**src/rtl/dec4_16_scan_ctrl_pkg.sv**
```systemverilog
// dec_scan_pkg: shared types, sizes and row-search helper for the decoder row-scan sequencer
package dec_scan_pkg;
  localparam int ROW_W = 4;
  localparam int NUM_ROWS = 16;
  typedef enum logic [1:0] {IDLE, BLANK, DRIVE} scan_state_t;
  // Lowest unmasked row in [from, last]; MSB flags that one exists. A 5-bit start lets row+1 reach 16.
  function automatic logic [ROW_W:0] find_row(input logic [NUM_ROWS-1:0] mask, input logic [ROW_W:0] from,
                                               input logic [ROW_W-1:0] last);
    find_row = '0;
    for (int i = NUM_ROWS - 1; i >= 0; i--)
      if (i >= int'(from) && i <= int'(last) && !mask[i]) find_row = {1'b1, ROW_W'(i)};
  endfunction
endpackage

```
**src/rtl/dec4_16_scan_ctrl_timer.sv**
```systemverilog
// scan_timer: loadable down-counter whose registered last_o is high in the final counted cycle
// Ports: clk, rst_n (async, active-low); load/val restart the count at val (0 = idle, never last);
//        last_o marks the cycle in which the count reads 1.
module scan_timer #(
  parameter int W = 8
) (
  input  logic         clk,
  input  logic         rst_n,
  input  logic         load,
  input  logic [W-1:0] val,
  output logic         last_o
);
  logic [W-1:0] cnt_q;
  logic         last_q;
  always_ff @(posedge clk or negedge rst_n)
    if (!rst_n) begin
      cnt_q  <= '0;
      last_q <= 1'b0;
    end else begin
      cnt_q  <= load ? val : cnt_q - W'(cnt_q != '0);
      // Flag is precomputed one cycle early so last_o is a plain flop
      last_q <= load ? (val == W'(1)) : ({1'b0, cnt_q} == (W + 1)'(2));
    end
  assign last_o = last_q;
endmodule

```
**src/rtl/dec4_16_scan_ctrl.sv**
```systemverilog
// dec4_16_scan_ctrl: row-scan sequencer driving address and enables of a shared 4-to-16 decoder
// Ports: clk, rst_n (async, active-low); start/stop handshake; cont, dwell, last_row latched on start;
//        dec_x/dec_e1/dec_e0_l drive the decoder; row_stb marks the last enabled cycle of a row;
//        busy while scanning; done pulses once after a single frame.
// Option: DEC_SCAN_SKIP_EN adds skip_mask so masked rows are passed over without blanking or driving.
module dec4_16_scan_ctrl import dec_scan_pkg::*; #(
  parameter int DWELL_W   = 8,
  parameter int BLANK_CYC = 2
) (
  input  logic               clk,
  input  logic               rst_n,
  input  logic               start,
  input  logic               stop,
  input  logic               cont,
  input  logic [DWELL_W-1:0] dwell,
  input  logic [ROW_W-1:0]   last_row,
`ifdef DEC_SCAN_SKIP_EN
  input  logic [NUM_ROWS-1:0] skip_mask,
`endif
  output logic [ROW_W-1:0]   dec_x,
  output logic               dec_e1,
  output logic               dec_e0_l,
  output logic               row_stb,
  output logic               busy,
  output logic               done
);
  // At least two bits so the timer's "next is last" compare stays meaningful
  localparam int BW = (BLANK_CYC < 2) ? 2 : $clog2(BLANK_CYC + 1);
  scan_state_t         state_q, state_d, ent;
  logic [ROW_W-1:0]    row_q, row_d, last_q;
  logic [DWELL_W-1:0]  dwell_q, dw_eff, dw_val;
  logic [BW-1:0]       blk_val;
  logic [ROW_W:0]      init, nxt, wrap;
  logic [NUM_ROWS-1:0] mask, in_mask;
  logic cont_q, e1_q, e0l_q, busy_q, done_q, done_d, accept, dw_ld, blk_ld, dw_last, blk_last;
`ifdef DEC_SCAN_SKIP_EN
  logic [NUM_ROWS-1:0] mask_q;
  always_ff @(posedge clk or negedge rst_n)
    if (!rst_n) mask_q <= '0;
    else if (accept) mask_q <= skip_mask;
  assign mask    = mask_q;
  assign in_mask = skip_mask;
`else
  assign mask    = '0;
  assign in_mask = '0;
`endif
  assign accept = state_q == IDLE && start && !stop;
  // Dwell of 0 behaves as 1; the input is used directly on the accepting edge
  assign dw_eff = state_q == IDLE ? (|dwell ? dwell : DWELL_W'(1)) : dwell_q;
  always_comb begin
    init    = find_row(in_mask, '0, last_row);
    nxt     = find_row(mask, {1'b0, row_q} + (ROW_W + 1)'(1), last_q);
    wrap    = find_row(mask, '0, last_q);
    ent     = BLANK_CYC == 0 ? DRIVE : BLANK;
    state_d = state_q;
    row_d   = row_q;
    done_d  = 1'b0;
    unique case (state_q)
      IDLE: if (accept) begin
        row_d   = init[ROW_W-1:0];
        // With nothing to scan, park in BLANK on a masked row so the dead-frame rule below applies
        state_d = init[ROW_W] ? ent : BLANK;
      end
      BLANK:
        if (mask[row_q]) begin
          state_d = cont_q ? BLANK : IDLE;
          done_d  = !cont_q;
        end else if (blk_last) state_d = DRIVE;
      DRIVE: if (dw_last) begin
        state_d = (nxt[ROW_W] || cont_q) ? ent : IDLE;
        row_d   = nxt[ROW_W] ? nxt[ROW_W-1:0] : wrap[ROW_W-1:0];
        done_d  = !nxt[ROW_W] && !cont_q;
      end
      default: state_d = IDLE;
    endcase
    if (stop) begin
      state_d = IDLE;
      done_d  = 1'b0;
    end
    if (state_d == IDLE) row_d = '0;
    // Timers are held at zero outside their own state so their last flags double as outputs
    dw_ld   = state_d != DRIVE || state_q != DRIVE || dw_last;
    dw_val  = state_d == DRIVE ? dw_eff : '0;
    blk_ld  = state_d != BLANK || state_q != BLANK;
    blk_val = state_d == BLANK ? BW'(BLANK_CYC) : '0;
  end
  always_ff @(posedge clk or negedge rst_n)
    if (!rst_n) begin
      state_q <= IDLE;
      row_q   <= '0;
      last_q  <= '0;
      dwell_q <= '0;
      cont_q  <= 1'b0;
      e1_q    <= 1'b0;
      e0l_q   <= 1'b1;
      busy_q  <= 1'b0;
      done_q  <= 1'b0;
    end else begin
      state_q <= state_d;
      row_q   <= row_d;
      e1_q    <= state_d == DRIVE;
      e0l_q   <= state_d != DRIVE;
      busy_q  <= state_d != IDLE;
      done_q  <= done_d;
      if (accept) begin
        last_q  <= last_row;
        dwell_q <= dw_eff;
        cont_q  <= cont;
      end
    end
  scan_timer #(.W(DWELL_W)) u_dwell (.clk(clk), .rst_n(rst_n), .load(dw_ld), .val(dw_val), .last_o(dw_last));
  scan_timer #(.W(BW)) u_blank (.clk(clk), .rst_n(rst_n), .load(blk_ld), .val(blk_val), .last_o(blk_last));
  assign dec_x    = row_q;
  assign dec_e1   = e1_q;
  assign dec_e0_l = e0l_q;
  assign row_stb  = dw_last;
  assign busy     = busy_q;
  assign done     = done_q;
endmodule

```
**config.mk**
```make
export PLATFORM = sky130hd
export DESIGN_NAME = dec4_16_scan_ctrl
export DESIGN_NICKNAME = d
export VERILOG_FILES = /design/src/rtl/dec4_16_scan_ctrl_pkg.sv /design/src/rtl/dec4_16_scan_ctrl_timer.sv /design/src/rtl/dec4_16_scan_ctrl.sv
export SDC_FILE = /design/constraint.sdc
export NUM_CORES = 1
export LEC_CHECK = 0
export ABC_CLOCK_PERIOD_IN_PS = 9490
export CAP_MARGIN = 15
export CORE_MARGIN = 2
export CORE_UTILIZATION = 62
export DETAILED_ROUTE_END_ITERATION = 6
export PLACE_DENSITY_LB_ADDON = 0.25
export SYNTH_ARGS = -nofsm -noshare
export SYNTH_HDL_FRONTEND = slang
export SYNTH_SLANG_ARGS = --single-unit
```
**constraint.sdc**
```tcl
create_clock -name clk -period 9.49 [get_ports clk]
set_clock_uncertainty 0.1 [all_clocks]
set_input_delay 1.898 -clock clk [delete_from_list [all_inputs] [get_ports clk]]
set_output_delay 1.898 -clock clk [all_outputs]
set_load 0.005 [all_outputs]
```
**Word level (Yosys, flattened, before mapping)**

Memories as Yosys holds them, arrays and structs flattened.
Cells that the tools add are included.

- Bits in registers: 35
- Memory bits (read-only): 16
- Input bits: 17
- Output and inout port bits: 9
- Word-level logic and storage cells: 138
- Memories: 1

- Add/sub/neg operators: 3
- $lt $le $gt $ge: 32
- Equality and inequality tests: 14
- Muxes and demuxes: 42
- Reductions and logical operators: 33

Memories:

| memory | depth | bits a word | read ports | clocked after Yosys merged registers in | wr ports | line | source |
|---|---|---|---|---|---|---|---|
| (name not given) | 16 | 1 | 1 | 0 | 0 | dec4_16_scan_ctrl.sv:65 | `if (mask[row_q]) begin` |

Operator list:

| operator | number |
|---|---|
| $mux 5 | 16 |
| $ge 4x5->1 const A | 8 |
| $le 4x4->1 const A | 8 |
| $mux 8 | 4 |
| $ge 3x5->1 const A | 4 |
| $logic_and 1x1->1 | 18 |
| $le 3x4->1 const A | 4 |
| $mux 4 | 4 |
| $mux 2 | 7 |
| $ge 1x5->1 const A | 2 |
| $ge 2x5->1 const A | 2 |
| $eq 8x1->1 const B | 1 |
| $eq 8x2->1 const B | 1 |
| $le 2x4->1 const A | 2 |
| $mux 1 | 8 |
| $pmux 4 s2 | 1 |
| $reduce_bool 8->1 | 1 |
| $reduce_or 8->1 | 1 |
| $sub 8x1->8 | 1 |
| $eq 2x1->1 const B | 3 |
| $eq 2x2->1 const B | 3 |
| $ne 3x2->1 const B | 2 |
| $pmux 2 s3 | 1 |
| $add 4x1->5 const B | 1 |
| 12 further kinds | 21 |

**Longest topological paths before layout**

- Depth after elaboration: 28
- Depth in mapped cells: 11
- Gate-level depth less buffers: 10

**Modules after synthesis**

Synthesis repeated with hierarchy kept, for this count alone.

- Cells, all modules: 294
- Area, all modules: 2577.5 µm²

By module, submodules not included:

| module | times used | cells an instance | area an instance (µm²) |
|---|---|---|---|
| dec4_16_scan_ctrl | 1 | 228 | 1928.1 |
| scan_timer (u_dwell) | 1 | 56 | 540.5 |
| scan_timer (u_blank) | 1 | 10 | 108.9 |

**Worst setup path before layout**

OpenSTA, ideal clock, no wires.

- Path type: input port to flip-flop
- Start point: input stop
- End point: register cont_q
- Setup time: 0.125 ns
- Arrival time: 3.265 ns
- Required time: 9.265 ns
- Slack: 6.000 ns
- Stages on the path: 3
- Cell sequence: nor4_2 > clkbuf_1 > mux2_2

- Word-level cells in the longest chain between the ends: 2

RTL lines:

| item | line | source |
|---|---|---|
| start: declaration | dec4_16_scan_ctrl.sv:13 | `input logic stop,` |
| $logic_not 1->1 | dec4_16_scan_ctrl.sv:47 | `assign accept = state_q == IDLE && start && !stop;` |
| $logic_and 1x1->1 | dec4_16_scan_ctrl.sv:47 |  |
| end signal: assignment | dec4_16_scan_ctrl.sv:108 | `cont_q <= cont;` |
| end: declaration | dec4_16_scan_ctrl.sv:35 | `logic cont_q, e1_q, e0l_q, busy_q, done_q, done_d, accept, dw_ld, blk_ld, dw_last, blk_last;` |

Every way passes these cells.
A chain may end at the register's enable or synchronous reset.

**Worst setup path in the final report**

- Start point: input stop
- End point: register row_q[0], in the netlist dec_x[0]

- Word-level cells in the longest chain between the ends: 8

RTL lines:

| item | line | source |
|---|---|---|
| $logic_not 1->1 | dec4_16_scan_ctrl.sv:47 |  |
| $logic_and 1x1->1 | dec4_16_scan_ctrl.sv:47 |  |
| $mux 2 | dec4_16_scan_ctrl.sv:59 | `IDLE: if (accept) begin` |
| $pmux 2 s3 | dec4_16_scan_ctrl.sv:58 | `unique case (state_q)` |
| $mux 2 | dec4_16_scan_ctrl.sv:76 | `if (stop) begin` |
| $logic_not 2->1 | dec4_16_scan_ctrl.sv:80 | `if (state_d == IDLE) row_d = '0;` |
| $ne 3x2->1 (no line) / $reduce_bool 3->1 (equally long branches) | n/a |  |
| $reduce_and 3->1 (no line) | n/a |  |
| end signal: assignment | dec4_16_scan_ctrl.sv:100 | `row_q <= row_d;` |
| end: declaration | dec4_16_scan_ctrl.sv:30 | `logic [ROW_W-1:0] row_q, row_d, last_q;` |

Several ways; a longest one is shown, not always the timed one.

==> reports/metrics.yaml <==
synthesis:
  synthTopCellsByArea: "sky130_fd_sc_hd__dfrtp_1, sky130_fd_sc_hd__mux2_2, sky130_fd_sc_hd__nor2_1, sky130_fd_sc_hd__o21ai_0, sky130_fd_sc_hd__nand2_1"
  ys_dominant_reg_cell: "sky130_fd_sc_hd__dfrtp_1"
  synth.yosys.seq_area_share_pct: 33.7
  post_synth_inst_count: 293
  post_synth_instance_area_um2: 2600
  postSynthNetCount: 316
  ys_seq_elements: 35
  synth_largest_type_area_fraction_pct: 32.7
  ys_async_sr_fraction_pct: 100
  synth.distinct_cells: 69
  synth_edf_count: 0
  ys.warnings.count: 0
  synth.avg_cell_area_um2: 8.88
  cell_accounting_for_the_most_synthesized_area: "sky130_fd_sc_hd__dfrtp_1"
route:
  drt_pass1_iterations: 5
  post-route-drc-count: 0
  totalWireLength_um: 6380
  avgRoutedWirePerCell_um: 17.9
  initialDrtViolationCount: 294
  via_count: 2366
  post_drt_via_cell_ratio: 6.65
  detail-route-antenna-nets: 0
timing:
  max_freq_mhz: 237
  slew_viol_final: 0
  timing.hold.ws_ps: 386
  final_min_period_over_clock_period_pct: 44.4
  final_period_minus_worst_setup_slack_ps: 4220
  tightestPinTransition_ps: 1030
  setup-tns-final_ps: 0
  final-hold-violation-count: 0
  setup_viol: 0
  relSlewSlack_pct: 30.9
  grt_setup_unrepaired: "no"
final_layout:
  fillers: 320
  final_layout_size_suffix_gt1_share_pct: 11.4
  diodes: 0
  layout.nets: 328
  syn_to_final_growth_pct: 13.1
clock_network:
  clock_tree.root_cell: "sky130_fd_sc_hd__clkbuf_8"
  htreeDepth: 2
  cts_tree: "yes"
  cts.sinks: 35
  post_cts_hold_buffer_count: 0
  worst_skew_pair.late_latency_ps: 290
  cts_repair_resize_count: 0
  number_of_buffers_created_by_cts: 5
  postCtsSetupRepairBufs: 0
  clkSlewWorstSetupHoldPaths_ps: 70
  ctsLongestPathBuffers: 2
floorplanning:
  die_width_um: 68.8
  std_cell_rows: 23
  initial_core_util_pct: 64.6
  coreArea_um2: 4030
  die_h_um: 68.8
  die_outline_area_um2: 4730
  boundaryPins: 26
pwr:
  power.leakage_nw: 1.21
  max_ir_drop_vdd_uv: 149
  power_density_nw_per_um2: 137
  finalPower_uw: 404
grt:
  grtUsageTotal_pct: 29.4
  number_of_antenna_violations_at_the_first_check_in_global_routing: 0
  grt_remaining_overflow: 0
  maximum_number_of_pins_on_one_net_before_global_route_repair: 36
  grt_pass1_vias: 2116
  first_pass_grt_wire_length_um: 10200
place:
  routability_cong: 0.905
  place.port_buffers: 25
  detailedPlacementHpwl_um: 4410
worst_setup_path:
  critical_path.max_fanout: 16
  critical_path_class: "input pin to flip-flop"
  critical-path-slowest-cell: "sky130_fd_sc_hd__nor4_4"
  path_cells: "clkdlybuf4s50_1, nor4_4, nor2_1, nand2_1, o21ai_0, o21ba_1, a221oi_2"
  critical-path-max-stage-delay_ps: 950
  path_delay_family: "simple AND/OR/NAND/NOR gates"
  required_ps: 9540
  crit_buf_inv: 1
  startpoint_type: "input pin"
  timing.critical_path.to_type: "flip-flop"
  worstPathArrival_ps: 4270
run:
  maxCapViolations: 0
hold_path:
  worst_min_delay_path_category: "flip-flop to flip-flop"
status:
  status: "finished clean"
-- layout by cell type, fill, tap and decap left out, types with 3 or more instances in the layout --
| cell type | n |
|---|---|
| sky130_fd_sc_hd__o21a_1 | 4 |
| sky130_fd_sc_hd__xnor2_1 | 3 |
| sky130_fd_sc_hd__clkdlybuf4s50_1 | 25 |
| sky130_fd_sc_hd__nand3b_1 | 3 |
| sky130_fd_sc_hd__a311oi_1 | 6 |
| sky130_fd_sc_hd__a21oi_1 | 11 |
| sky130_fd_sc_hd__a21o_1 | 4 |
| sky130_fd_sc_hd__or4_1 | 4 |
| sky130_fd_sc_hd__o21ai_1 | 3 |
| sky130_fd_sc_hd__nand2b_1 | 8 |
| sky130_fd_sc_hd__nand2_1 | 22 |
| sky130_fd_sc_hd__nor3_1 | 6 |
| sky130_fd_sc_hd__clkbuf_8 | 6 |
| sky130_fd_sc_hd__mux2_2 | 13 |
| sky130_fd_sc_hd__o21ai_0 | 19 |
| sky130_fd_sc_hd__nor2b_1 | 3 |
| sky130_fd_sc_hd__o211ai_1 | 3 |
| sky130_fd_sc_hd__inv_1 | 13 |
| sky130_fd_sc_hd__xor2_1 | 4 |
| sky130_fd_sc_hd__nor4_1 | 6 |
| sky130_fd_sc_hd__a31oi_1 | 3 |
| sky130_fd_sc_hd__and2_1 | 3 |
| sky130_fd_sc_hd__nor2_1 | 26 |
| sky130_fd_sc_hd__o22ai_1 | 4 |
| sky130_fd_sc_hd__dfrtp_1 | 34 |
| sky130_fd_sc_hd__ha_1 | 6 |
| sky130_fd_sc_hd__nor3b_1 | 4 |
| sky130_fd_sc_hd__nor4b_1 | 3 |
-- per-stage QoR --
step | cells | instance area (um^2) | utilization [%] | setup slack [ps]
after global placement | 348 | 2830 | 70.2 | 5200
after floorplan | 293 | 2600 | - | 6000
after global routing | 356 | 2940 | 73.1 | 5140
after CTS | 356 | 2940 | 73.1 | 5290
final | 356 | 2940 | 73.1 | 5270
after detailed placement | 348 | 2830 | 70.2 | 5110
-- final cells by class --
class                   count  area, um^2  area share (%)
multi-input cells         224        1580            53.7
flip-flops and latches     35         877            29.8
repair buffers             26         258            8.75
clock buffers               6        82.6            2.80
well taps                  50        62.6            2.12
inverters                  13        48.8            1.66
clock inverters             2        35.0            1.19
-- cell usage after synthesis (4+ instances only) --
| cell | instances |
|---|---|
| sky130_fd_sc_hd__dfrtp_1 | 34 |
| sky130_fd_sc_hd__mux2_2 | 13 |
| sky130_fd_sc_hd__a311oi_1 | 6 |
| sky130_fd_sc_hd__o21a_1 | 4 |
| sky130_fd_sc_hd__buf_2 | 6 |
| sky130_fd_sc_hd__o21ai_0 | 19 |
| sky130_fd_sc_hd__nor2_1 | 26 |
| sky130_fd_sc_hd__clkbuf_1 | 12 |
| sky130_fd_sc_hd__nor4_1 | 6 |
| sky130_fd_sc_hd__a21o_1 | 4 |
| sky130_fd_sc_hd__nor3b_1 | 4 |
| sky130_fd_sc_hd__nand2b_1 | 8 |
| sky130_fd_sc_hd__a21oi_1 | 11 |
| sky130_fd_sc_hd__ha_1 | 6 |
| sky130_fd_sc_hd__o22ai_1 | 4 |
| sky130_fd_sc_hd__or4_1 | 4 |
| sky130_fd_sc_hd__nand2_1 | 22 |
| sky130_fd_sc_hd__xor2_1 | 4 |
| sky130_fd_sc_hd__inv_1 | 13 |
| sky130_fd_sc_hd__nor3_1 | 6 |
-- per-layer routing --
metal / part of all wire [%] / track usage (%) / wire (um) / up-vias
met3: 4.7 / 5.36 / 300 / 10
li1: - / - / - / 1131
met1: 44 / 38.2 / 2780 / 1129
met2: 50 / 49.5 / 3210 / 96
met5: 0 / 0 / 0 / -
met4: 1.5 / 10.3 / 94 / 0
-- power by group --
part           internal, mW  switching (mW)  leakage (nW)  total, mW
sequential            0.162          0.0185         0.452      0.180
clock                0.0849          0.0531        0.0612      0.138
combinational        0.0392          0.0461         0.696     0.0853
total                 0.286           0.118          1.21      0.404
-- worst paths after layout --
check                                 start  cells past startpoint          endpoint  slack [ps]
setup / recovery                       stop                      7          dec_x[0]        5270
hold / removal             u_blank.cnt_q[0]                      1  u_blank.cnt_q[0]         390
setup reg to reg                   dec_x[0]                      8          dec_x[3]        5600
hold reg to reg            u_blank.cnt_q[0]                      1  u_blank.cnt_q[0]         390
max in group asynchronous             rst_n                      2          dec_e0_l        7040
min in group asynchronous             rst_n                      2        dwell_q[3]        1910
-- worst reg2reg max path, stage by stage (launching register included) --
cell	delay, ps
sky130_fd_sc_hd__dfrtp_1	760
sky130_fd_sc_hd__ha_1	710
sky130_fd_sc_hd__nand2b_1	290
sky130_fd_sc_hd__nor2_1	90
sky130_fd_sc_hd__or4_1	520
sky130_fd_sc_hd__o21ai_1	380
sky130_fd_sc_hd__nand4b_4	210
sky130_fd_sc_hd__o41ai_4	530
sky130_fd_sc_hd__a21oi_1	160
-- kinds of logic after synthesis --
logic type	Yosys count	share of synthesized area (%)
fa+ha+maj	6	2.88
flops	35	33.7
xor+xnor	7	2.36
compound gates	91	25.9
buf+inv	34	5.91
mux	15	6.39
simple gates	105	22.9
-- registers in the layout, summed over array words and instances (netlist names) --
name / cells
dwell_q: 8
u_blank.last_o: 1
dec_e1: 1
u_dwell.cnt_q: 8
dec_e0_l: 1
u_blank.cnt_q: 2
last_q: 4
cont_q: 1
u_dwell.last_o: 1
state_q: 2
done: 1
dec_x: 4
busy: 1
(Power assumes the default switching activity.)
==> RTL edit: new RTL, config.mk and constraints unchanged <==
The parameter `BLANK_CYC` goes from 2 to 4.
--- a/src/rtl/dec4_16_scan_ctrl.sv
+++ b/src/rtl/dec4_16_scan_ctrl.sv
@@ -7,3 +7,3 @@
   parameter int DWELL_W   = 8,
-  parameter int BLANK_CYC = 2
+  parameter int BLANK_CYC = 4
 ) (
Formal check against the unedited RTL: not equivalent (a bounded check fails within 4 cycles, from zero or initial values and one cycle with rst_n low).
==> RTL edit against the original RTL <==
  * Synthesized cell count is 11% higher
  * Sequential cell count is 1 higher
  * Via count is 6.6% higher
  * Area after synthesis is 8.5% higher
  * Setup slack better by 0.50 ns
  * Highest routed layer unchanged
  * Cell area is 5.9% higher
  * Clock power is 3% lower
  * Wire length is 4.5% higher
  * Non-clock buffer count stayed put
  * Largest power group unchanged
  * Total power hardly changed
==> RTL edit: results <==
worst_setup_path:
  arrival_ns: 1.71
  path_max_fanout: 22
  crit_family: "flip-flops"
  slowest_stage: "dfrtp_1"
  cpPeakStageDelay_ns: 0.79
synthesis:
  synth.distinct_cells: 76
  synth-compound-area-share: 0.241
  yosys.area_share.adder: 0.0354
  async_flop_share: 1.00
  synth.avg_cell_area_um2: 8.72
  synth-xor-area-share: 0.0248
  ys.flop_type: "dfrtp_1"
  syn_nets: 349
  ys_seq_area_frac: 0.319
  yosys-top-cells-count: "38 x nand2_1, 36 x nor2_1, 35 x dfrtp_1"
  yosys-top-cells-area: "dfrtp_1 31%, nand2_1 5.1%, nor2_1 4.8%"
  synth_mux_area_frac: 0.0554
global_routing:
  grt_pass1_vias: 2374
  grt_first_pass_wirelength_mm: 11.2
  antenna_found_initial: 0
  grt_max_degree: 37
  grt_use_total: 0.279
placement:
  gp_congestion: 0.981
  placed_area_um2: 2990
  dp.cells: 380
  portBuffers: 25
  place.detailed.hpwl_mm: 4.90
cts:
  insertion_delay_ns: 0.29
  clk_pin_slew_ns: 0.07
  ctsResizeCount: 0
power:
  ir_drop_uv: 144
  leakage_nw: 1.30
finish:
  nets: 361
  final_layout_size_suffix_gt1_frac: 0.134
  fillers: 350
detailed_routing:
  drt_wl_total_mm: 6.67
  drt-pass1-iter-count: 5
  wl_per_cell_um: 17.1
  drtIter0Drc: 295
  drt-vias-per-instance: 6.48
timing:
  tightest_slew_ns: 0.794
status:
  outcome: "complete, no violations"
## RTL edit: changes by cell type after synthesis, sizes merged, moves of 5 or more
cell / unedited run / this run
nand2: 22 / 39
o21ai: 22 / 12
nor2: 27 / 36
nand3: 3 / 10
buf: 9 / 14
clkbuf: 12 / 7
nor2b: 3 / 8
or3: 2 / 7
## RTL edit: worst paths after layout
check	startpoint	end	slack, ns	cells past startpoint
max in group asynchronous	rst_n	u_blank.cnt_q[2]	7.20	1
hold reg to reg	u_blank.cnt_q[2]	u_blank.last_o	0.38	1
hold / removal	u_blank.cnt_q[2]	u_blank.last_o	0.38	1
setup reg to reg	dec_x[0]	dec_x[3]	5.85	9
setup / recovery	dec_x[0]	dec_x[0]	5.78	1
min in group asynchronous	rst_n	last_q[1]	1.58	1
## RTL edit: area by class of cell
class	instances	area share
sequential	36	0.289
timing repair buffer	26	0.0823
tap	52	0.0209
clock inverter	3	0.0136
inverter	16	0.0193
clock buffer	5	0.0221
multi-input combinational	251	0.552
## RTL edit: power breakdown
group,internal [mW],switching [mW],total [mW]
Clock,0.0777,0.0563,0.134
Combinational,0.0387,0.0495,0.0882
Sequential,0.165,0.0163,0.181
Total,0.281,0.122,0.403
## RTL edit: stage by stage
stage,utilization,setup WS [ns]
after floorplan,-,6.10
after global placement,0.683,5.28
after detailed placement,0.683,5.23
after CTS,0.708,5.51
after global routing,0.711,5.62
final,0.711,5.78
## RTL edit: kinds of logic (layout without fill, tap and decap cells)
group                    count (synthesis)  after routing
AO/OA/AOI/OAI                           84             84
XOR/XNOR                                 8              8
adder cells (fa/ha/maj)                  8              8
buffers and inverters                   37             50
flip-flops                              36             36
multiplexers                            13             13
AND/OR/NAND/NOR                        138            138
## RTL edit: per-layer routing
| layer | GRT usage | vias up | wire length, um |
|---|---|---|---|
| li1 | - | 1199 | - |
| met3 | 0.0450 | 31 | 326 |
| met5 | 0 | - | 0 |
| met4 | 0.113 | 0 | 238 |
| met2 | 0.479 | 103 | 3430 |
| met1 | 0.349 | 1189 | 2680 |
